<file path="config.mk">
export PLATFORM = sky130hd
export DESIGN_NAME = asteroid_wave_scheduler_flat
export DESIGN_NICKNAME = d
export VERILOG_FILES = /design/src/rtl/asteroid_pkg.sv /design/src/rtl/asteroid_wave_scheduler_if.sv /design/src/rtl/rr_pick.sv /design/src/rtl/asteroid_wave_scheduler.sv /design/src/flat_wrapper.sv
export SDC_FILE = /design/constraint.sdc
export NUM_CORES = 1
export LEC_CHECK = 0
export ABC_AREA = 1
export CAP_MARGIN = 25
export CORE_ASPECT_RATIO = 0.5
export CORE_MARGIN = 2
export CORE_UTILIZATION = 40
export CTS_CLUSTER_DIAMETER = 50
export DETAILED_ROUTE_END_ITERATION = 16
export GPL_TIMING_DRIVEN = 0
export PLACE_DENSITY = 0.61
export SLEW_MARGIN = 40
export SYNTH_ARGS = -nofsm -noshare
export SYNTH_HDL_FRONTEND = slang
export SYNTH_SLANG_ARGS = --single-unit
</file>
<file path="constraint.sdc">
create_clock -name clock -period 7.02 [get_ports clock]
set_input_delay 1.404 -clock clock [delete_from_list [all_inputs] [get_ports clock]]
set_output_delay 1.404 -clock clock [all_outputs]
set_load 0.05 [all_outputs]
</file>
<file path="src/rtl/asteroid_pkg.sv">
// asteroid_pkg: shared encodings and helpers for the asteroid wave scheduler.
// Revision 1.0
`default_nettype none

package asteroid_pkg;

   typedef enum logic [1:0] {
      ST_IDLE    = 2'b00,
      ST_PLAY    = 2'b01,
      ST_RESPAWN = 2'b10,
      ST_OVER    = 2'b11
   } game_state_t;

   localparam int         N_SLOTS   = 8;
   localparam logic [2:0] LEVEL_MAX = 3'd7;

   function automatic logic [3:0] popcount8(input logic [7:0] v);
      logic [3:0] n;
      n = '0;
      for (int i = 0; i < 8; i++) begin
         n = n + {3'b000, v[i]};
      end
      return n;
   endfunction

endpackage

`default_nettype wire

</file>
<file path="src/rtl/asteroid_wave_scheduler_if.sv">
// asteroid_wave_scheduler_if: game-tick inputs and asteroid/game status outputs.
// Revision 1.0
`default_nettype none

interface asteroid_wave_scheduler_if;
   logic       tick;
   logic       start;
   logic [7:0] a_hit;
   logic       ship_hit;
   logic [7:0] a_state;
   logic       invuln;
   logic [1:0] game_state;
   logic [1:0] lives;
   logic [2:0] level;

   modport master (
      output tick, start, a_hit, ship_hit,
      input  a_state, invuln, game_state, lives, level
   );

   modport slave (
      input  tick, start, a_hit, ship_hit,
      output a_state, invuln, game_state, lives, level
   );
endinterface

`default_nettype wire

</file>
<file path="src/rtl/rr_pick.sv">
// rr_pick: combinational 8-way round-robin picker starting at i_ptr.
// Revision 1.0
`default_nettype none

module rr_pick
   import asteroid_pkg::*;
(
   input  logic [N_SLOTS-1:0] i_avail,
   input  logic [2:0]         i_ptr,
   output logic [N_SLOTS-1:0] o_grant_onehot,
   output logic [2:0]         o_grant_idx,
   output logic               o_valid
);

   logic [2:0] w_idx;

   always_comb begin
      o_grant_onehot = '0;
      o_grant_idx    = '0;
      o_valid        = 1'b0;
      w_idx          = '0;
      for (int off = 0; off < N_SLOTS; off++) begin
         w_idx = i_ptr + 3'(off);
         if (!o_valid && i_avail[w_idx]) begin
            o_valid               = 1'b1;
            o_grant_idx           = w_idx;
            o_grant_onehot[w_idx] = 1'b1;
         end
      end
   end

endmodule

`default_nettype wire

</file>
<file path="src/rtl/asteroid_wave_scheduler.sv">
// asteroid_wave_scheduler: game FSM, lives/level tracking and round-robin asteroid respawn.
// Revision 1.0
`default_nettype none

module asteroid_wave_scheduler
   import asteroid_pkg::*;
#(
   parameter int LIVES         = 3,
   parameter int SPAWN_TICKS   = 45,
   parameter int RESPAWN_TICKS = 60,
   parameter int LEVEL_TICKS   = 300
)(
   input  logic                       clock,
   input  logic                       resetn,
   asteroid_wave_scheduler_if.slave   bus
);

   localparam int c_SPW = (SPAWN_TICKS   > 1) ? $clog2(SPAWN_TICKS)   : 1;
   localparam int c_RPW = (RESPAWN_TICKS > 1) ? $clog2(RESPAWN_TICKS) : 1;
   localparam int c_LCW = (LEVEL_TICKS   > 1) ? $clog2(LEVEL_TICKS)   : 1;
   localparam logic [c_SPW-1:0] c_SPAWN_RELOAD   = c_SPW'(SPAWN_TICKS - 1);
   localparam logic [c_RPW-1:0] c_RESPAWN_RELOAD = c_RPW'(RESPAWN_TICKS - 1);
   localparam logic [c_LCW-1:0] c_LEVEL_LAST     = c_LCW'(LEVEL_TICKS - 1);
   localparam logic [1:0]       c_LIVES_INIT     = 2'(LIVES);

   game_state_t      r_state, w_nxt_state;
   logic [7:0]       r_a_state, w_nxt_a_state;
   logic             r_invuln, w_nxt_invuln;
   logic [1:0]       r_lives, w_nxt_lives;
   logic [2:0]       r_level, w_nxt_level;
   logic [c_SPW-1:0] r_spawn_timer, w_nxt_spawn_timer;
   logic [2:0]       r_rr_ptr, w_nxt_rr_ptr;
   logic [c_LCW-1:0] r_level_cnt, w_nxt_level_cnt;
   logic [c_RPW-1:0] r_respawn_cnt, w_nxt_respawn_cnt;
   logic             r_ship_hit_q;

   logic             w_start_game, w_live, w_ship_edge;
   logic [2:0]       w_cur_level;
   logic [c_SPW-1:0] w_cur_timer;
   logic [7:0]       w_after_hit, w_avail, w_grant_onehot;
   logic [3:0]       w_active_cnt, w_target;
   logic [2:0]       w_grant_idx;
   logic             w_grant_valid;

   // A start tick behaves like a live tick on a freshly initialised game.
   assign w_start_game = ((r_state == ST_IDLE) || (r_state == ST_OVER)) && bus.start;
   assign w_live       = (r_state == ST_PLAY) || (r_state == ST_RESPAWN);
   assign w_ship_edge  = bus.ship_hit && !r_ship_hit_q;
   assign w_cur_level  = w_start_game ? 3'd1 : r_level;
   assign w_cur_timer  = w_start_game ? '0 : r_spawn_timer;
   assign w_after_hit  = r_a_state & ~bus.a_hit;
   assign w_avail      = ~(r_a_state | bus.a_hit);
   assign w_active_cnt = popcount8(w_after_hit);
   assign w_target     = {1'b0, w_cur_level} + 4'd1;

   rr_pick u_rr_pick (
      .i_avail        (w_avail),
      .i_ptr          (r_rr_ptr),
      .o_grant_onehot (w_grant_onehot),
      .o_grant_idx    (w_grant_idx),
      .o_valid        (w_grant_valid)
   );

   always_comb begin
      w_nxt_state       = r_state;
      w_nxt_a_state     = r_a_state;
      w_nxt_invuln      = r_invuln;
      w_nxt_lives       = r_lives;
      w_nxt_level       = r_level;
      w_nxt_level_cnt   = r_level_cnt;
      w_nxt_spawn_timer = r_spawn_timer;
      w_nxt_rr_ptr      = r_rr_ptr;
      w_nxt_respawn_cnt = r_respawn_cnt;

      if (w_start_game) begin
         w_nxt_state     = ST_PLAY;
         w_nxt_lives     = c_LIVES_INIT;
         w_nxt_level     = 3'd1;
         w_nxt_level_cnt = '0;
         w_nxt_invuln    = 1'b0;
      end else if (w_live) begin
         if (r_level_cnt == c_LEVEL_LAST) begin
            w_nxt_level_cnt = '0;
            if (r_level != LEVEL_MAX) begin
               w_nxt_level = r_level + 3'd1;
            end
         end else begin
            w_nxt_level_cnt = r_level_cnt + c_LCW'(1);
         end
      end

      if (w_start_game || w_live) begin
         w_nxt_a_state = w_after_hit;
         if (w_active_cnt < w_target) begin
            if (w_cur_timer == '0) begin
               w_nxt_spawn_timer = '0;
               if (w_grant_valid) begin
                  w_nxt_a_state     = w_after_hit | w_grant_onehot;
                  w_nxt_spawn_timer = c_SPAWN_RELOAD;
                  w_nxt_rr_ptr      = w_grant_idx + 3'd1;
               end
            end else begin
               w_nxt_spawn_timer = w_cur_timer - c_SPW'(1);
            end
         end else begin
            w_nxt_spawn_timer = w_cur_timer;
         end
      end

      // Ship handling runs last so a final-life hit can clear the field.
      case (r_state)
         ST_PLAY: begin
            if (w_ship_edge) begin
               w_nxt_lives = r_lives - 2'd1;
               if (r_lives == 2'd1) begin
                  w_nxt_state   = ST_OVER;
                  w_nxt_a_state = '0;
               end else begin
                  w_nxt_state       = ST_RESPAWN;
                  w_nxt_respawn_cnt = c_RESPAWN_RELOAD;
                  w_nxt_invuln      = 1'b1;
               end
            end
         end
         ST_RESPAWN: begin
            if (r_respawn_cnt == '0) begin
               w_nxt_state  = ST_PLAY;
               w_nxt_invuln = 1'b0;
            end else begin
               w_nxt_respawn_cnt = r_respawn_cnt - c_RPW'(1);
            end
         end
         default: ;
      endcase
   end

   always_ff @(posedge clock or negedge resetn) begin
      if (!resetn) begin
         r_state       <= ST_IDLE;
         r_a_state     <= '0;
         r_invuln      <= 1'b0;
         r_lives       <= c_LIVES_INIT;
         r_level       <= 3'd1;
         r_spawn_timer <= '0;
         r_rr_ptr      <= '0;
         r_level_cnt   <= '0;
         r_respawn_cnt <= '0;
         r_ship_hit_q  <= 1'b0;
      end else if (bus.tick) begin
         r_state       <= w_nxt_state;
         r_a_state     <= w_nxt_a_state;
         r_invuln      <= w_nxt_invuln;
         r_lives       <= w_nxt_lives;
         r_level       <= w_nxt_level;
         r_spawn_timer <= w_nxt_spawn_timer;
         r_rr_ptr      <= w_nxt_rr_ptr;
         r_level_cnt   <= w_nxt_level_cnt;
         r_respawn_cnt <= w_nxt_respawn_cnt;
         r_ship_hit_q  <= bus.ship_hit;
      end
   end

   assign bus.a_state    = r_a_state;
   assign bus.invuln     = r_invuln;
   assign bus.game_state = r_state;
   assign bus.lives      = r_lives;
   assign bus.level      = r_level;

endmodule

`default_nettype wire
</file>
<file path="src/flat_wrapper.sv">
// flat-port wrapper written by rule: the top's interface ports become plain ports
module asteroid_wave_scheduler_flat import asteroid_pkg::*;
#(
   parameter int LIVES         = 3,
   parameter int SPAWN_TICKS   = 45,
   parameter int RESPAWN_TICKS = 60,
   parameter int LEVEL_TICKS   = 300
)
  (clock, resetn, bus_tick, bus_start, bus_a_hit, bus_ship_hit, bus_a_state, bus_invuln, bus_game_state, bus_lives, bus_level);
  asteroid_wave_scheduler_if bus_i ();
  input  logic clock;
  input  logic resetn;
  input wire logic [$bits(bus_i.tick)-1:0] bus_tick;
  input wire logic [$bits(bus_i.start)-1:0] bus_start;
  input wire logic [$bits(bus_i.a_hit)-1:0] bus_a_hit;
  input wire logic [$bits(bus_i.ship_hit)-1:0] bus_ship_hit;
  output wire logic [$bits(bus_i.a_state)-1:0] bus_a_state;
  output wire logic [$bits(bus_i.invuln)-1:0] bus_invuln;
  output wire logic [$bits(bus_i.game_state)-1:0] bus_game_state;
  output wire logic [$bits(bus_i.lives)-1:0] bus_lives;
  output wire logic [$bits(bus_i.level)-1:0] bus_level;
  assign bus_i.tick = bus_tick;
  assign bus_i.start = bus_start;
  assign bus_i.a_hit = bus_a_hit;
  assign bus_i.ship_hit = bus_ship_hit;
  assign bus_a_state = bus_i.a_state;
  assign bus_invuln = bus_i.invuln;
  assign bus_game_state = bus_i.game_state;
  assign bus_lives = bus_i.lives;
  assign bus_level = bus_i.level;
  asteroid_wave_scheduler #(.LIVES(LIVES), .SPAWN_TICKS(SPAWN_TICKS), .RESPAWN_TICKS(RESPAWN_TICKS), .LEVEL_TICKS(LEVEL_TICKS)) u_core (.clock(clock), .resetn(resetn), .bus(bus_i));
endmodule
</file>
# --- Word level (Yosys, flattened, before mapping) ---
# Cells that the tools add are included.
totals:
  out_inout_bits: 16
  input_bits: 13
  regBits: 41
op_classes:
  n_eq_ne: 9
  reduce_logical: 40
  bitwise_logic: 12
  mux: 92
  add_sub_neg: 21
  magnitude_cmp: 17
op_table:
  columns: ["op", "count"]
  rows:
  - ["$mux W8", 15]
  - ["$or A8 B8 Y8", 9]
  - ["$mux W6", 7]
  - ["$mux W3", 13]
  - ["$lt A3 B4 Y1 const B", 8]
  - ["$mux W1", 29]
  - ["$mux W9", 3]
  - ["$add A4 B1 Y4", 6]
  - ["$bmux W1 S3", 8]
  - ["$demux W1 S3", 8]
  - ["$ge A3 B1 Y1 const B", 8]
  - ["$logic_and A1 B1 Y1", 17]
  - ["$not A8 Y8", 2]
  - ["$add A3 B3 Y3 const B", 4]
  - ["$logic_not A6 Y1", 2]
  - ["$mux W2", 6]
  - ["$pmux W6 S2", 1]
  - ["$sub A6 B1 Y6 const B", 2]
  - ["$reduce_and A5 Y1", 2]
  - ["$add A3 B1 Y3 const B", 3]
  - ["$add A9 B1 Y9 const B", 1]
  - ["$eq A9 B9 Y1 const B", 1]
  - ["$and A8 B8 Y8", 1]
  - ["$logic_not A1 Y1", 8]
  - ["other kinds (17)", 27]

# --- Logic depth before layout (Yosys ltp) ---
# Gate-level depths: netlist (run 1).
depth:
  depth_word: 34
  mapped_depth: 25
  ltp_nobuf: 25

# --- Hierarchy ---
# From an unflattened synthesis (run 1), not the netlist that was laid out.
hier_totals:
  hier_cells: 690
  area_unflattened_um2: 4367.9
by_module_without_submodules:
  columns: ["module", "n_inst", "seq_area_each_um2", "area_each_um2", "cells_each"]
  rows:
  - ["asteroid_wave_scheduler", 1, 1029.7, 2822.7, 387]
  - ["rr_pick", 1, 0.0, 1545.2, 303]

# --- Worst setup path after synthesis (run 1) ---
# No wires, ideal clock.
synth_path:
  kind: "input port to flip-flop"
  start: "in bus_a_hit[0]"
  end: "reg u_core.r_spawn_timer[0]"
  t_required_ns: 6.888
  arrival_ns: 5.064
  path_slack_ns: 1.824
  path_stages: 21
  path_buffers: 0
  cell_sequence: "nor2_1 > ha_1 > inv_1 > fa_1 > fa_1 > inv_1 > fa_1 > inv_1 > fa_1 > inv_1 > ha_1 > o21ai_0 > inv_1 > o211ai_1 > nand2_1 > nor2_1 > inv_1 > o21ai_0 > inv_1 > o21ai_0 > o21ai_0"
synth_via:
  elab_chain_len: 11
synth_rtl:
  columns: ["element", "line", "source"]
  rows:
  - ["start, declared", "flat_wrapper.sv:15", "input wire logic [$bits(bus_i.a_hit)-1:0] bus_a_hit;"]
  - ["$not A8 Y8", "asteroid_wave_scheduler.sv:51", "assign w_after_hit = r_a_state & ~bus.a_hit;"]
  - ["$and A8 B8 Y8", "asteroid_wave_scheduler.sv:51", null]
  - ["$add A1 B1 Y2", "asteroid_pkg.sv:21", "n = n + {3'b000, v[i]};"]
  - ["$add A4 B1 Y4 (6 in series)", "asteroid_pkg.sv:21", null]
  - ["$lt A4 B4 Y1", "asteroid_wave_scheduler.sv:94", "if (w_active_cnt < w_target) begin"]
  - ["$mux W6", "asteroid_wave_scheduler.sv:94", null]
  - ["end signal, assigned", "asteroid_wave_scheduler.sv:155", "r_spawn_timer <= w_nxt_spawn_timer;"]
  - ["end, declared", "asteroid_wave_scheduler.sv:31", "logic [c_SPW-1:0] r_spawn_timer, w_nxt_spawn_timer;"]
# No other way between the ends.
# A chain may end at the register's enable or synchronous reset.

# --- Final worst setup path (run 1) ---
# Ends and elaborated chain as after synthesis.

==> qor.txt, run 1 <==
=====================================================================================
Setup total negative slack                                                       0 ns
Flip-flop and latch count after synthesis                                          41
Worst path required time                                                      7.17 ns
Number of gates resized after cts                                                   0
Top cells by area, synth                                                 sky130_fd_sc_hd__dfrtp_1 (24%), sky130_fd_sc_hd__nand2_1 (15%), sky130_fd_sc_hd__nand3_1 (9.0%)
Skew final                                                                 0.00409 ns
Initial Utilization                                                             41.3%
Sequential cell area                                                       1030 sq um
Core outline area                                                          9480 sq um
Vias in the first global route                                                  3,630
Area fraction of the dominant cell type after synthesis                         24.3%
Die height                                                                    73.9 um
Total I/O pin count                                                                29
Area grow syn2layout                                                            16.0%
Avg Vias per Cell                                                                5.13
Share of the clock period used by the worst path after layout                   83.5%
Maximum frequency from static timing analysis                               0.171 GHz
Clock insertion delay at the later pin of the skew report                     0.28 ns
DRC violations left                                                                 0
DR vias                                                                         4,100
Deepest level of the CTS H-tree                                                     2
DRC violation total after the first TritonRoute iteration                         322
Distinct cells, synth                                                              42
Number of max-slew violations in the final report                                   0
Number of antenna violations at the first check in global routing                   0
Final hold slack                                                             0.499 ns
Worst Max-Slew Pin Slew                                                      0.649 ns
Global-route wire length before repair                                      17,500 um
Cell type with the highest aggregate area in the netlist                 sky130_fd_sc_hd__dfrtp_1
Ant. Diodes                                                                         0
Antenna violation net count after detailed routing                                  0
Maximum number of pins on one net before global-route repair                       42
Ratio of cells with drive above 1 in the final layout                           6.32%
Wire length per cell after detailed routing                                   13.4 um
Number of warnings printed during yosys synthesis                                   0
Hold-fix buffer count after cts                                                     0
CP Capture Type                                                                  flop
Crit-path max FO                                                                    6
Routed wire length                                                          10,700 um
Sequential element share of the synthesized area                                26.3%
Mapped Nets                                                                       667
Relative slew margins                                                           56.6%
Commonest cells after routing, fill and taps aside                       sky130_fd_sc_hd__nand2_1 (161), sky130_fd_sc_hd__inv_1 (90), sky130_fd_sc_hd__nor2_1 (80)
Cells after Synth                                                                 628
Sum of net half-perimeters after detailed placement                           8260 um
Aggregate global-route resource usage                                           20.7%
Overall overflow remaining after global route                                       0
Final-report hold violation count                                                   0
Kind of path behind the tightest hold check                                   reg2reg
Multi-input gate area in the final layout                                  2450 sq um
Clock slew at reported path FFs                                               0.06 ns
Die area                                                                 10,600 sq um
Number of fill cells in the layout                                                988
Mapped cell area                                                           3910 sq um
Buffer type at the clock tree root                                       sky130_fd_sc_hd__clkbuf_16
Routability-driven placement congestion ratio                                   0.956
Maximum Capacitance Violations                                                      0
Number of buffers inserted to repair setup after CTS                                0
Synthesized area per cell                                                  6.23 sq um
Die W                                                                          144 um
Count of standard-cell rows                                                        25
Startpoint-to-endpoint class of the critical path                              in2reg
Startpoint type of the worst setup path                                     input pin
Number of detailed-routing iterations run before antenna repair                     6
TritonCTS clock tree                                                            built
Run status                                                               finished, final reports clean
Most frequent standard cell in the layout excluding fill and tap cells   sky130_fd_sc_hd__nand2_1
Total of buffers placed on input and output ports                                  28
Number of clock buffers inserted by TritonCTS                                       5
Largest buffer count on any clock path                                              2
Nets                                                                              703
Sink Count                                                                         41
Setup-failing EPs final                                                             0
Crit path time final                                                          5.86 ns
Arrival time of the worst setup path                                          6.01 ns
Setup repair after global routing missed its margin                                no
=====================================================================================
-- per-layer routing --
metal / track usage, % / vias up / part of all wire, %
li1: - / 2107 / -
met1: 30.2 / 1872 / 49
met2: 33.5 / 111 / 44
met3: 2.45 / 10 / 5.6
met4: 4.68 / 0 / 0.77
met5: 0 / - / 0
-- path summary, 6_finish.rpt --
| path | cells past startpoint | endpoint | startpoint | slack (ns) |
|---|---|---|---|---|
| min reg2reg | 1 | u_core.r_level_cnt[0]$_DFFE_PN0P_ | u_core.r_level_cnt[0]$_DFFE_PN0P_ | 0.50 |
| max reg2reg | 22 | u_core.r_spawn_timer[0]$_DFFE_PN0P_ | u_core.bus.a_state[0]$_DFFE_PN0P_ | 2.32 |
| max in group asynchronous | 2 | u_core.bus.level[0]$_DFFE_PN1P_ | resetn | 5.68 |
| min in group asynchronous | 2 | u_core.bus.a_state[2]$_DFFE_PN0P_ | resetn | 1.05 |
| max | 22 | u_core.r_spawn_timer[0]$_DFFE_PN0P_ | bus_a_hit[0] | 1.16 |
| min | 1 | u_core.r_level_cnt[0]$_DFFE_PN0P_ | u_core.r_level_cnt[0]$_DFFE_PN0P_ | 0.50 |
-- cell families (layout without fill, tap and decap cells) --
family | count (synthesis) | after routing | synth area share, %
flip-flops | 41 | 41 | 26.3
buffers and inverters | 112 | 149 | 11.1
AND/OR/NAND/NOR | 368 | 368 | 40.9
adder cells (fa/ha/maj) | 26 | 26 | 9.08
AO/OA/AOI/OAI | 74 | 74 | 11.1
XOR/XNOR | 7 | 7 | 1.57
-- synth_stat cells, drive strengths merged --
master and instances:
ha 22, xor2 4, clkinv 2, o221ai 3, o22ai 8, o211ai 3, inv 98, a21oi 20
nor3 30, o32ai 1, nand4 4, o21ai 29, a41oi 1, dfrtp 38, a31oi 2, nand3 71
nor4 3, a22o 2, or2 6, o31ai 1, buf 7, clkbuf 5, nand2 165, dfstp 3
xnor2 3, nor2 84, a32oi 1, nor3b 4, a211oi 1, fa 4, and3 1, o2111ai 2
-- area by class of cell --
type	instances	share of cell area [%]
sequential	41	22.7
buffer	12	1.30
clock buffer	7	3.36
inverter	100	8.27
clock inverter	1	0.110
timing repair buffer	29	6.56
tap	135	3.72
multi-input combinational	475	54.0
-- worst max-delay path, stage by stage --
cell	delay, ns
sky130_fd_sc_hd__clkdlybuf4s50_1	0.51
sky130_fd_sc_hd__nor2_1	0.07
sky130_fd_sc_hd__ha_1	0.28
sky130_fd_sc_hd__inv_1	0.05
sky130_fd_sc_hd__fa_1	0.50
sky130_fd_sc_hd__fa_1	0.54
sky130_fd_sc_hd__inv_1	0.05
sky130_fd_sc_hd__fa_1	0.44
sky130_fd_sc_hd__inv_1	0.08
sky130_fd_sc_hd__fa_1	0.40
sky130_fd_sc_hd__inv_1	0.07
sky130_fd_sc_hd__ha_1	0.21
sky130_fd_sc_hd__o21ai_0	0.07
sky130_fd_sc_hd__inv_1	0.05
sky130_fd_sc_hd__o211ai_1	0.16
sky130_fd_sc_hd__nand2_1	0.17
sky130_fd_sc_hd__nor2_1	0.16
sky130_fd_sc_hd__inv_1	0.08
sky130_fd_sc_hd__o21ai_0	0.39
sky130_fd_sc_hd__inv_1	0.12
sky130_fd_sc_hd__o21ai_0	0.09
sky130_fd_sc_hd__o21ai_0	0.10
-- state kept, by name, indices dropped and copies added (netlist names) --
name / cells
u_core.bus.a_state: 8
u_core.bus.game_state: 2
u_core.bus.invuln: 1
u_core.bus.level: 3
u_core.bus.lives: 2
u_core.r_level_cnt: 9
u_core.r_respawn_cnt: 6
u_core.r_rr_ptr: 3
u_core.r_ship_hit_q: 1
u_core.r_spawn_timer: 6
-- per-stage QoR --
step	cells	util [%]	worst slack [ns]	cell area, sq um
after floorplan	628	-	1.82	3910
after global placement	791	46.0	0.936	4360
after detailed placement	792	46.2	0.854	4380
after CTS	800	47.9	1.14	4540
after global routing	800	47.9	0.838	4540
final	800	47.9	1.16	4540
Power of run 1 is not shown: default switching activity piles up to over one toggle a cycle in this logic, so the estimate is an artifact.
==> inputs of run 2 (changes only) <==
==> constraint.sdc (replaced) <==
create_clock -name clock -period 5.4 [get_ports clock]
set_input_delay 1.08 -clock clock [delete_from_list [all_inputs] [get_ports clock]]
set_output_delay 1.08 -clock clock [all_outputs]
set_load 0.05 [all_outputs]
==> run 2 against run 1 <==
- register-to-register slack lost 1.3 ns
- largest cell class unchanged
- first-iteration DRC count shrank 0.62%
- clock skew grew 0.00072 ns
- via count grew 1.1%
- non-clock buffer count grew 2
- critical path depth is the same
- sequential cell count is the same
- die area is the same
- clock-buffer cell count is the same
- routed wire length grew 0.38%
- utilization grew 0.38 points
- critical endpoint is now u_core.r_rr_ptr[0]$_DFFE_PN0P_
==> qor.txt, run 2 (same netlist as run 1, synthesis figures left out) <==
=====================================================================================
Number of non-filler instances in the completed layout                            802
Crit path time final                                                          5.12 ns
DRC violation total after the first TritonRoute iteration                         320
Number of detailed-routing iterations run before antenna repair                     5
Arrival time of the worst setup path                                          5.34 ns
DRC violations left                                                                 0
Fin worst setup slack                                                        0.277 ns
Sequential cell area                                                       1030 sq um
Ant. Diodes                                                                         0
Commonest cells after routing, fill and taps aside                       sky130_fd_sc_hd__nand2_1 (160), sky130_fd_sc_hd__inv_1 (90), sky130_fd_sc_hd__nor2_1 (78)
Worst Max-Slew Pin Slew                                                      0.635 ns
Wire length per cell after detailed routing                                   13.4 um
Biggest register                                                         u_core.r_level_cnt
Clock insertion delay at the later pin of the skew report                     0.28 ns
Area grow syn2layout                                                            16.9%
Final-report hold violation count                                                   0
Ratio of cells with drive above 1 in the final layout                           7.20%
Largest buffer count on any clock path                                              2
DR vias                                                                         4,146
Startpoint type of the worst setup path                                     input pin
Clock slew at reported path FFs                                               0.06 ns
Setup-failing EPs final                                                             0
Sum of net half-perimeters after detailed placement                           8260 um
Maximum number of pins on one net before global-route repair                       42
Nets                                                                              705
Count of standard-cell rows                                                        25
Global-route wire length before repair                                      17,600 um
Routed wire length                                                          10,800 um
Core outline area                                                          9480 sq um
Die W                                                                          144 um
Die height                                                                    73.9 um
Number of fill cells in the layout                                                982
Crit-path max FO                                                                    3
CP Capture Type                                                                  flop
Setup total negative slack                                                       0 ns
Routability-driven placement congestion ratio                                   0.956
Skew final                                                                 0.00481 ns
Setup repair after global routing missed its margin                                no
Deepest level of the CTS H-tree                                                     2
Overall overflow remaining after global route                                       0
Aggregate global-route resource usage                                           20.9%
Number of antenna violations at the first check in global routing                   0
Most frequent standard cell in the layout excluding fill and tap cells   sky130_fd_sc_hd__nand2_1
Hold-fix buffer count after cts                                                     0
Maximum Capacitance Violations                                                      0
Avg Vias per Cell                                                                5.17
Pre-CTS setup slack                                                         -0.442 ns
Relative slew margins                                                           57.5%
Number of clock buffers inserted by TritonCTS                                       5
Startpoint-to-endpoint class of the critical path                              in2reg
Total of buffers placed on input and output ports                                  28
Die area                                                                 10,600 sq um
Worst path required time                                                      5.62 ns
Total I/O pin count                                                                29
Number of max-slew violations in the final report                                   0
Maximum frequency from static timing analysis                               0.195 GHz
Multi-input gate area in the final layout                                  2470 sq um
Sink Count                                                                         41
Number of cells in the design after placement                                     792
Vias in the first global route                                                  3,651
Initial Utilization                                                             41.3%
Share of the clock period used by the worst path after layout                   94.9%
Run status                                                               finished, final reports clean
TritonCTS clock tree                                                            built
Antenna violation net count after detailed routing                                  0
Buffer type at the clock tree root                                       sky130_fd_sc_hd__clkbuf_16
Kind of path behind the tightest hold check                                   reg2reg
Max reg flops                                                                       9
=====================================================================================
run 2: cell count changes in the layout (fill, tap and decap cells not counted), moves of 2 or more:
cell,previous run,this run
sky130_fd_sc_hd__buf_4,1,3
sky130_fd_sc_hd__clkdlybuf4s50_1,27,25
sky130_fd_sc_hd__dlymetal6s2s_1,0,2
sky130_fd_sc_hd__nor2_1,80,78
run 2: cell type report:
cell class | count | area share, %
multi-input combinational | 475 | 53.9
sequential | 41 | 22.5
inverter | 100 | 8.21
timing repair buffer | 31 | 6.95
tap | 135 | 3.69
clock buffer | 7 | 3.34
buffer | 12 | 1.29
clock inverter | 1 | 0.109
run 2: critical path, cell delays in order:
cell and delay, ns:
sky130_fd_sc_hd__clkdlybuf4s50_1 0.41, sky130_fd_sc_hd__or2_2 0.33, sky130_fd_sc_hd__fa_1 0.51, sky130_fd_sc_hd__fa_1 0.54
sky130_fd_sc_hd__inv_1 0.05, sky130_fd_sc_hd__fa_1 0.44, sky130_fd_sc_hd__inv_1 0.08, sky130_fd_sc_hd__fa_1 0.40
sky130_fd_sc_hd__inv_1 0.07, sky130_fd_sc_hd__ha_1 0.21, sky130_fd_sc_hd__o21ai_0 0.07, sky130_fd_sc_hd__inv_1 0.05
sky130_fd_sc_hd__o211ai_1 0.20, sky130_fd_sc_hd__nand2_2 0.10, sky130_fd_sc_hd__nor2_2 0.10, sky130_fd_sc_hd__inv_1 0.08
sky130_fd_sc_hd__nor2_2 0.10, sky130_fd_sc_hd__nand2_2 0.09, sky130_fd_sc_hd__nor2_4 0.15, sky130_fd_sc_hd__buf_4 0.14
sky130_fd_sc_hd__nand3_1 0.07, sky130_fd_sc_hd__nand2_1 0.06
run 2: repair_timing:
| action | 4_1_cts | 5_1_grt |
|---|---|---|
| pin swaps | 0 | 4 |
| gates resized for setup | 3 | 5 |
| setup endpoints to repair | 7 | 16 |
| setup buffers | 0 | 2 |
run 2: path summary, 6_finish.rpt:
| check | from | endpoint | slack (ns) | cells past startpoint |
|---|---|---|---|---|
| setup / recovery | bus_a_hit[2] | u_core.r_rr_ptr[0]$_DFFE_PN0P_ | 0.28 | 22 |
| hold / removal | u_core.r_level_cnt[0]$_DFFE_PN0P_ | u_core.r_level_cnt[0]$_DFFE_PN0P_ | 0.50 | 1 |
| setup reg to reg | u_core.bus.a_state[0]$_DFFE_PN0P_ | u_core.r_rr_ptr[0]$_DFFE_PN0P_ | 0.97 | 24 |
| hold reg to reg | u_core.r_level_cnt[0]$_DFFE_PN0P_ | u_core.r_level_cnt[0]$_DFFE_PN0P_ | 0.50 | 1 |
| max in group asynchronous | resetn | u_core.bus.level[0]$_DFFE_PN1P_ | 4.39 | 2 |
| min in group asynchronous | resetn | u_core.bus.a_state[2]$_DFFE_PN0P_ | 0.73 | 2 |
run 2: per-stage QoR:
step | hold WS (ns) | instance area, sq um | util [%]
CTS | 0.504 | 4550 | 48.0
global route | 0.542 | 4570 | 48.3
global placement | 0.490 | 4360 | 46.0
floorplan | 0.469 | 3910 | -
detailed placement | 0.498 | 4380 | 46.2
finish | 0.500 | 4570 | 48.3
run 2: routing by layer:
layer  up-vias  GRT usage (%)  wire, um
met2       131           34.0      4770
met3        14           2.58       631
li1       2110              -         -
met1      1891           30.1      5250
met4         0           4.58       110
met5         -              0         0
Power of run 2 is left out for the same reason.
==> inputs of run 3 (changes only) <==
--- a/config.mk
+++ b/config.mk
@@ -8,7 +8,6 @@
 export ABC_AREA = 1
 export CAP_MARGIN = 25
 export CORE_ASPECT_RATIO = 0.5
-export CORE_MARGIN = 2
 export CORE_UTILIZATION = 40
 export CTS_CLUSTER_DIAMETER = 50
 export DETAILED_ROUTE_END_ITERATION = 16
==> run 3 against run 2 <==
- fmax grew 0.42%
- largest cell class unchanged
- clock-buffer cell count is the same
- critical path depth shrank 4
- worst setup slack gained 0.021 ns
==> qor.txt, run 3 (same netlist as run 1, synthesis figures left out) <==
=====================================================================================
Area grow syn2layout                                                            17.3%
Routed wire length                                                          10,900 um
Maximum number of pins on one net before global-route repair                       42
Number of detailed-routing iterations run before antenna repair                     5
Setup-failing EPs final                                                             0
Nets                                                                              704
Largest buffer count on any clock path                                              2
DRC violation total after the first TritonRoute iteration                         348
Sum of net half-perimeters after detailed placement                           8200 um
Maximum Capacitance Violations                                                      0
Number of clock buffers inserted by TritonCTS                                       5
Buffer type at the clock tree root                                       sky130_fd_sc_hd__clkbuf_16
Sink Count                                                                         41
Total of buffers placed on input and output ports                                  28
Highest cell delay on the worst timing path                                   0.55 ns
Number of antenna violations at the first check in global routing                   0
Aggregate global-route resource usage                                           22.7%
Clock insertion delay at the later pin of the skew report                     0.28 ns
Overall overflow remaining after global route                                       0
Startpoint-to-endpoint class of the critical path                              in2reg
Crit-path max FO                                                                    5
Fin worst setup slack                                                        0.299 ns
Number of cells in the design after placement                                     791
Die area                                                                 10,200 sq um
Ratio of cells with drive above 1 in the final layout                           7.21%
Final hold slack                                                             0.509 ns
Share of the clock period used by the worst path after layout                   94.5%
Initial Utilization                                                             41.3%
Global-route wire length before repair                                      18,400 um
Deepest level of the CTS H-tree                                                     2
Core outline area                                                          9480 sq um
Run status                                                               finished, final reports clean
Most frequent standard cell in the layout excluding fill and tap cells   sky130_fd_sc_hd__nand2_1
Final-report hold violation count                                                   0
Die height                                                                    71.9 um
Antenna violation net count after detailed routing                                  0
Wire length per cell after detailed routing                                   13.6 um
Worst path cell trace                                                    clkdlybuf4s50_1 -> or2_2 -> fa_1 -> fa_1 -> inv_1 -> fa_2 -> inv_1 -> fa_1 -> inv_1 -> ha_1 -> o21ai_0 -> inv_1 -> o211ai_1 -> nand2_2 -> buf_4 -> nor4_1 -> xnor2_1 -> o221ai_1
TritonCTS clock tree                                                            built
Kind of path behind the tightest hold check                                   reg2reg
Number of fill cells in the layout                                              1,034
CP Capture Type                                                                  flop
Setup repair after global routing missed its margin                                no
Total I/O pin count                                                                29
Routability-driven placement congestion ratio                                   0.942
Number of max-slew violations in the final report                                   0
Arrival time of the worst setup path                                          5.24 ns
Startpoint type of the worst setup path                                     input pin
Crit path from                                                           bus_a_hit[2]
Finished Core Util                                                              48.4%
Number of non-filler instances in the completed layout                            801
DRC violations left                                                                 0
Relative slew margins                                                           56.6%
Startpoint of the worst register-to-register path                        u_core.bus.a_state[0]$_DFFE_PN0P_
Ant. Diodes                                                                         0
Maximum frequency from static timing analysis                               0.196 GHz
Startpoint of the worst hold path                                        u_core.r_level_cnt[0]$_DFFE_PN0P_
Max reg flops                                                                       9
Cell with the largest stage delay on the worst path                      sky130_fd_sc_hd__fa_1
Skew final                                                                 0.00763 ns
Worst path required time                                                      5.54 ns
Clock slew at reported path FFs                                               0.06 ns
Worst Max-Slew Pin Slew                                                      0.648 ns
Avg Vias per Cell                                                                5.06
Top Family by Delay on Critical Path                                      adder cells
Crit path time final                                                          5.10 ns
Commonest cells after routing, fill and taps aside                       sky130_fd_sc_hd__nand2_1 (160), sky130_fd_sc_hd__inv_1 (89), sky130_fd_sc_hd__nor2_1 (78)
Count of standard-cell rows                                                        25
Die W                                                                          142 um
Biggest register                                                         u_core.r_level_cnt
CP dominant cell by count                                                sky130_fd_sc_hd__inv_1
Pre-CTS setup slack                                                         -0.435 ns
Worst path buffer plus inverter count                                               6
Vias in the first global route                                                  3,748
DR vias                                                                         4,057
=====================================================================================
[run 3: repair_timing]
action / CTS / global route
pin swaps: 2 / 5
hold buffers: 0 / 0
gates resized for setup: 5 / 9
setup endpoints to repair: 7 / 16
buffers inserted: 1 / 1
[run 3: stage by stage]
step                area (sq um)  setup TNS [ns]
floorplan                   3910               0
finish                      4590               0
global placement            4360           -4.25
CTS                         4550               0
detailed placement          4360           -4.41
global route                4590               0
[run 3: final cells by class]
| class | instances | area [sq um] | area share (%) |
|---|---|---|---|
| inverter | 100 | 378 | 8.23 |
| tap | 135 | 169 | 3.68 |
| buffer | 12 | 58.8 | 1.28 |
| multi-input combinational | 475 | 2480 | 54.1 |
| clock inverter | 1 | 30.0 | 0.654 |
| timing repair buffer | 30 | 298 | 6.49 |
| sequential | 41 | 1030 | 22.4 |
| clock buffer | 7 | 143 | 3.11 |
[run 3: final timing paths]
path	end	slack [ns]	depth (start not counted)
setup / recovery	u_core.r_spawn_timer[3]$_DFFE_PN0P_	0.30	18
hold / removal	u_core.r_level_cnt[0]$_DFFE_PN0P_	0.51	1
setup reg to reg	u_core.r_spawn_timer[3]$_DFFE_PN0P_	0.99	20
hold reg to reg	u_core.r_level_cnt[0]$_DFFE_PN0P_	0.51	1
max in group asynchronous	u_core.bus.level[0]$_DFFE_PN1P_	4.25	1
min in group asynchronous	u_core.r_level_cnt[6]$_DFFE_PN0P_	0.78	1
[run 3: per-layer routing]
metal	vias up	global-route usage (%)	wire length (um)
li1	2110	-	-
met1	1847	32.2	5260
met2	92	36.9	4910
met3	8	2.84	598
met4	0	5.73	92
met5	-	0	0
Power of run 3 is left out for the same reason.
==> edit 1, RTL diff (config.mk and constraints of run 1) <==
The package constant `LEVEL_MAX` goes from 3'd7 to 3'd3.
--- a/src/rtl/asteroid_pkg.sv
+++ b/src/rtl/asteroid_pkg.sv
@@ -13,5 +13,5 @@
 
    localparam int         N_SLOTS   = 8;
-   localparam logic [2:0] LEVEL_MAX = 3'd7;
+   localparam logic [2:0] LEVEL_MAX = 3'd3;
 
    function automatic logic [3:0] popcount8(input logic [7:0] v);
Check against the original RTL: same outputs for any inputs over 4 cycles, from zero or initial values and one cycle with resetn low; that may be too few to reach the edited logic, so the function may still have changed.
==> edit 1 against run 1 <==
  * Worst setup slack worse by 6.9 ps
  * Routed wire length down 1.9%
  * Cell area is 0.85% higher
  * Sequential cell count unchanged
  * Synthesized cell count shrank 0.48%
  * Synthesized area is 0.83% higher
  * Register-to-register slack worse by 30 ps
  * Critical path type unchanged
==> edit 1: results (changes against run 1) <==
Status
  • Status: complete, no violations

Placed design
  • IO Port Bufs: 28 (unchanged)
  • Placed inst area: 4410 µm² (+0.74%)
  • Global placement routability congestion: 0.942 (-1.5%)
  • DP HPWL: 8040 µm (-2.6%)

Detailed routing
  • Top Metal Used: met4
  • Vias per cell: 5.07 (-1.1%)
  • 1st-pass router iterations: 4 (-2)
  • Routed met3 length: 308 µm (-49%)
  • WL met1: 5410 µm (+2.3%)
  • Met2 wire length: 4670 µm (-1.5%)
  • Detailed-route wire length per cell: 13.2 µm (-1.6%)
  • Initial detailed-routing violation count: 313 (-2.8%)

Finish
  • NumNets Final: 700 (-0.43%)
  • Synth-to-layout area growth: 16.0% (about the same)
  • Number of flip-flops in the largest register: 9 (unchanged)
  • Largest Register: u_core.r_level_cnt
  • Antenna Cells: 0 (unchanged)
  • # fillers: 1022 (+3.4%)
  • Layout cell share with drive strength beyond 1: 6.04% (-0.27 points)

Worst setup path
  • Register-to-Register Path Depth: 22 (unchanged)
  • Worst Path Arrival: 6020 ps (about the same)
  • Critical path peak fanout: 6 (unchanged)

Timing
  • Max Slew Vio Count: 0 (unchanged)
  • Setup violators final: 0 (unchanged)
  • Relative slew slack: 55.5% (-1.1 points)
  • Clock skew: 9.77 ps (+5.68 ps)

Global routing
  • Total GRT Usage: 20.7% (about the same)
  • Met1 Usage GRT: 29.4% (-0.77 points)
  • GR Util met3: 2.32% (-0.13 points)
  • Grt met2 use: 34.5% (+1.0 points)
  • Largest net degree at the start of global routing: 39 (-7.1%)
  • First-pass GRT wire length: 17700 µm (+0.94%)
  • Vias in the first global route: 3743 (+3.1%)
  • Initial antenna violation count: 0 (unchanged)

Pwr
  • VDD IR max: about 190 µV
  • Switching power of the nets: roughly 1400 µW
  • Pleak: 0.00223 µW

Min path
  • Hold Crit Class: flop to flop
  • Hold path depth: 1 (unchanged)

Synthesis
  • Syn Nets: 664 (-0.45%)
  • YS warnings: 0 (unchanged)
  • Synth area leaders: dfrtp_1, nand2_1, inv_1
  • Cell variety after synth: 48 (+14%)
  • Main synth FF type: dfrtp_1
  • Sequential share of the synthesized area: 26.1% (-0.22 points)
  • Top post-synthesis cells by count: nand2_1, inv_1, nor2_1, nand3_1, dfrtp_1

CTS
  • CTS Buffer Depth: 2 (unchanged)
  • Worst-skew pair later-pin latency: 280 ps (about the same)
  • CTS buffer count: 5 (unchanged)
  • # resized after CTS: 0 (unchanged)
  • CTS Root Cell: clkbuf_16
  • Worst-path clk slew: 60 ps (about the same)
  • H-tree Lvls: 2 (unchanged)
  • Setup Fix Bufs, Post-CTS: 0 (unchanged)
## edit 1: changes by cell type after synthesis, sizes merged, moves of 2 or more
cell,delta
a31oi,+3
nand2,+6
a21oi,-4
inv,-5
nand3,-8
o22ai,+4
o21ai,-2
nor3,+4
nor3b,-2
clkinv,+3
## edit 1: worst paths after layout
check                                           start                      end  slack [ps]
worst max-delay path                     bus_a_hit[1]  u_core.r_spawn_timer[0]        1150
worst min-delay path            u_core.r_level_cnt[0]    u_core.r_level_cnt[0]         510
worst max register to register  u_core.bus.a_state[1]  u_core.r_spawn_timer[0]        2290
worst min register to register  u_core.r_level_cnt[0]    u_core.r_level_cnt[0]         510
max in group asynchronous                      resetn      u_core.bus.level[0]        5650
min in group asynchronous                      resetn    u_core.bus.a_state[2]         910
## edit 1: power groups by stage
stage | Clock [µW] | Combinational (µW) | Sequential, µW
floorplan | 0 | 1240 | 518
global placement | 0 | 1770 | 415
detailed placement | 0 | 1780 | 415
CTS | 267 | 1790 | 411
global route | 276 | 2040 | 424
finish | 258 | 1810 | 413
## edit 1: per-stage QoR
step | std cells | worst slack, ps | utilization [%] | power, µW
5_1_grt | 797 | 840 | 48.1 | 2740
2_1_floorplan | 625 | 1840 | - | 1750
6_report | 797 | 1150 | 48.1 | 2480
4_1_cts | 797 | 1180 | 48.1 | 2470
3_5_place_dp | 789 | 897 | 46.4 | 2200
3_3_place_gp | 788 | 941 | 46.2 | 2190
## edit 1: area by class of cell
| cell class | instances | share of cell area [%] |
|---|---|---|
| Timing Repair Buffer | 29 | 6.51 |
| Inverter | 98 | 8.04 |
| Clock buffer | 6 | 2.82 |
| Buffer | 12 | 1.42 |
| Clock inverter | 2 | 0.765 |
| Sequential cell | 41 | 22.5 |
| Tap cell | 135 | 3.69 |
| Multi-Input combinational cell | 474 | 54.3 |
## edit 1: logic make-up (layout without fill, tap and decap cells)
| kind of cell | after synthesis | in the layout | synth area share, % |
|---|---|---|---|
| DFF | 41 | 41 | 26.1 |
| adders and majority gates | 26 | 26 | 9.00 |
| AOI/OAI and AO/OA | 72 | 72 | 11.3 |
| buffers and inverters | 110 | 147 | 11.0 |
| xor gates and xnor gates | 7 | 7 | 1.55 |
| and+or+nand+nor | 369 | 369 | 41.1 |
## edit 1: critical path, stage by stage
cell and delay [ps]:
clkdlybuf4s50_1 510, nor2_1 70, ha_1 270, inv_1 50, fa_1 500, fa_1 550
inv_1 50, fa_1 440, inv_1 80, fa_1 400, inv_1 70, ha_1 220
o21ai_0 70, inv_1 50, o211ai_1 150, nand2_1 170, nor2_1 170, inv_1 70
o21ai_0 400, inv_1 120, o21ai_0 90, o21ai_0 100
==> edit 2, RTL diff (config.mk and constraints of run 1) <==
Without the edit above. Make the reset (`resetn`) synchronous in one clocked block.
--- a/src/rtl/asteroid_wave_scheduler.sv
+++ b/src/rtl/asteroid_wave_scheduler.sv
@@ -135,5 +135,5 @@
    end
 
-   always_ff @(posedge clock or negedge resetn) begin
+   always_ff @(posedge clock) begin
       if (!resetn) begin
          r_state       <= ST_IDLE;
Formal check against the unedited RTL: differs if resetn is asserted again (counterexample within 4 cycles, from zero or initial values and one cycle with resetn low); with resetn held inactive, the same outputs for 4 cycles.
==> edit 2 against run 1 <==
  * Routed wire length increased by 1.9%
  * Cell area grew 1.9%
  * First-iteration DRC count is 20% lower
  * Critical endpoint is now u_core.r_rr_ptr[2]
  * Synthesized area is 2.9% higher
  * Worst setup slack improved by 290 ps
  * Sequential cell count is the same
  * Non-clock buffer count rose by 3
  * Maximum frequency is 5.2% higher
==> edit 2: results (changes against run 1) <==
Status
  • Status: complete, no violations

Detailed routing
  • Wirelength, routed: 10900 µm (+1.9%)
  • 1st-pass router iterations: 5 (-1)
  • Initial detailed-routing violation count: 257 (-20%)
  • Vias per cell: 5.09 (-0.60%)

Worst setup path
  • Slowest stage delay, CP: 560 ps (+20 ps)
  • Register-to-Register Path Depth: 23 (+4.5%)
  • Critical path peak fanout: 9 (+3)
  • Worst Path Arrival: 5800 ps (-210 ps)

Synthesis
  • Asr flop ratio synth: 0% (-100 points)
  • Synth area leaders: dfxtp_1, nand2_1, inv_1
  • Syn Nets: 708 (+6.1%)
  • Sequential share of the synthesized area: 20.4% (-5.9 points)
  • Top post-synthesis cells by count: nand2_1, inv_1, nor2_1, nand3_1, dfxtp_1

Global routing
  • First-pass GRT wire length: 18400 µm (+5.3%)
  • Vias in the first global route: 3867 (+6.5%)
  • Largest net degree at the start of global routing: 13 (-69%)
  • Total GRT Usage: 20.9% (+0.21 points)

Finish
  • Layout cell share with drive strength beyond 1: 9.09% (+2.8 points)
  • Largest Register: u_core.r_level_cnt
  • NumNets Final: 743 (+5.7%)

Placed design
  • Global placement routability congestion: 0.924 (-3.4%)
  • Placed inst area: 4480 µm² (+2.2%)
  • Place WS: 1190 ps (+336 ps)

Timing
  • Clock skew: 2.99 ps (-1.09 ps)
  • Slew @ Worst Pin: 689 ps (+39.5 ps)

Min path
  • Hold path depth: 2 (+1)

CTS
  • Cts hold-fix bufs: 0 (unchanged)
-- edit 2: changes by cell type in the layout (fill, tap and decap cells not counted), sizes merged, moves of 4 or more --
cell	change
inv	+4
o22ai	-8
dfxtp	+41
a21oi	+18
nor3	-5
clkbuf	+4
nand2	+15
nor2	+6
o21ai	-4
a31oi	+4
dfrtp	-38
nand4	+11
-- edit 2: power groups by stage --
| stage | sequential, µW | combinational, µW | clock (µW) |
|---|---|---|---|
| after floorplan | 282 | 425 | 0 |
| after global placement | 269 | 585 | 0 |
| after detailed placement | 269 | 585 | 0 |
| after CTS | 264 | 588 | 238 |
| after global routing | 266 | 667 | 249 |
| final | 264 | 596 | 231 |
-- edit 2: layer usage --
layer,part of all wire (%),global-route usage (%),vias up
li1,-,-,2258
met1,49,27.6,1895
met2,45,37.5,112
met3,5.4,3.45,9
met4,0.68,3.81,0
met5,0,0,-
-- edit 2: cell type report --
| type | count | area [µm²] | area share (%) |
|---|---|---|---|
| Multi-Input combinational cell | 509 | 2730 | 59.1 |
| Tap cell | 135 | 169 | 3.65 |
| Clock inverter | 1 | 7.51 | 0.162 |
| Sequential cell | 41 | 821 | 17.7 |
| Inverter | 103 | 387 | 8.36 |
| Timing Repair Buffer | 28 | 280 | 6.06 |
| Buffer | 16 | 88.8 | 1.92 |
| Clock buffer | 6 | 139 | 3.00 |
-- edit 2: final timing paths --
path / start / end / slack [ps]
max: bus_a_hit[1] / u_core.r_rr_ptr[2] / 1450
min: u_core.r_spawn_timer[5] / u_core.r_spawn_timer[5] / 460
max reg2reg: u_core.bus.a_state[1] / u_core.r_rr_ptr[2] / 2700
min reg2reg: u_core.r_spawn_timer[5] / u_core.r_spawn_timer[5] / 460
-- edit 2: worst reg2reg max path, delay by kind of cell, from the launching register on --
family / cells / cell delay [ps]
AOI/OAI and AO/OA: 2 / 190
adders and majority gates: 6 / 2390
buffers and inverters: 7 / 460
DFF: 1 / 340
and+or+nand+nor: 8 / 890
-- edit 2: cells by family after synthesis --
family          count (synthesis)  share of synthesized area, %
flops                          41                          20.4
xor+xnor                        6                          1.30
compound gates                 89                          13.6
simple gates                  388                          44.1
fa+ha+maj                      26                          8.82
buf+inv                       119                          11.8
-- edit 2: stage by stage --
| step | cells | utilization [%] | total power, µW |
|---|---|---|---|
| 5_1_grt | 839 | 48.2 | 1180 |
| 6_report | 839 | 48.2 | 1090 |
| 3_5_place_dp | 832 | 46.6 | 853 |
| 4_1_cts | 839 | 48.2 | 1090 |
| 3_3_place_gp | 832 | 46.6 | 854 |
| 2_1_floorplan | 669 | - | 707 |
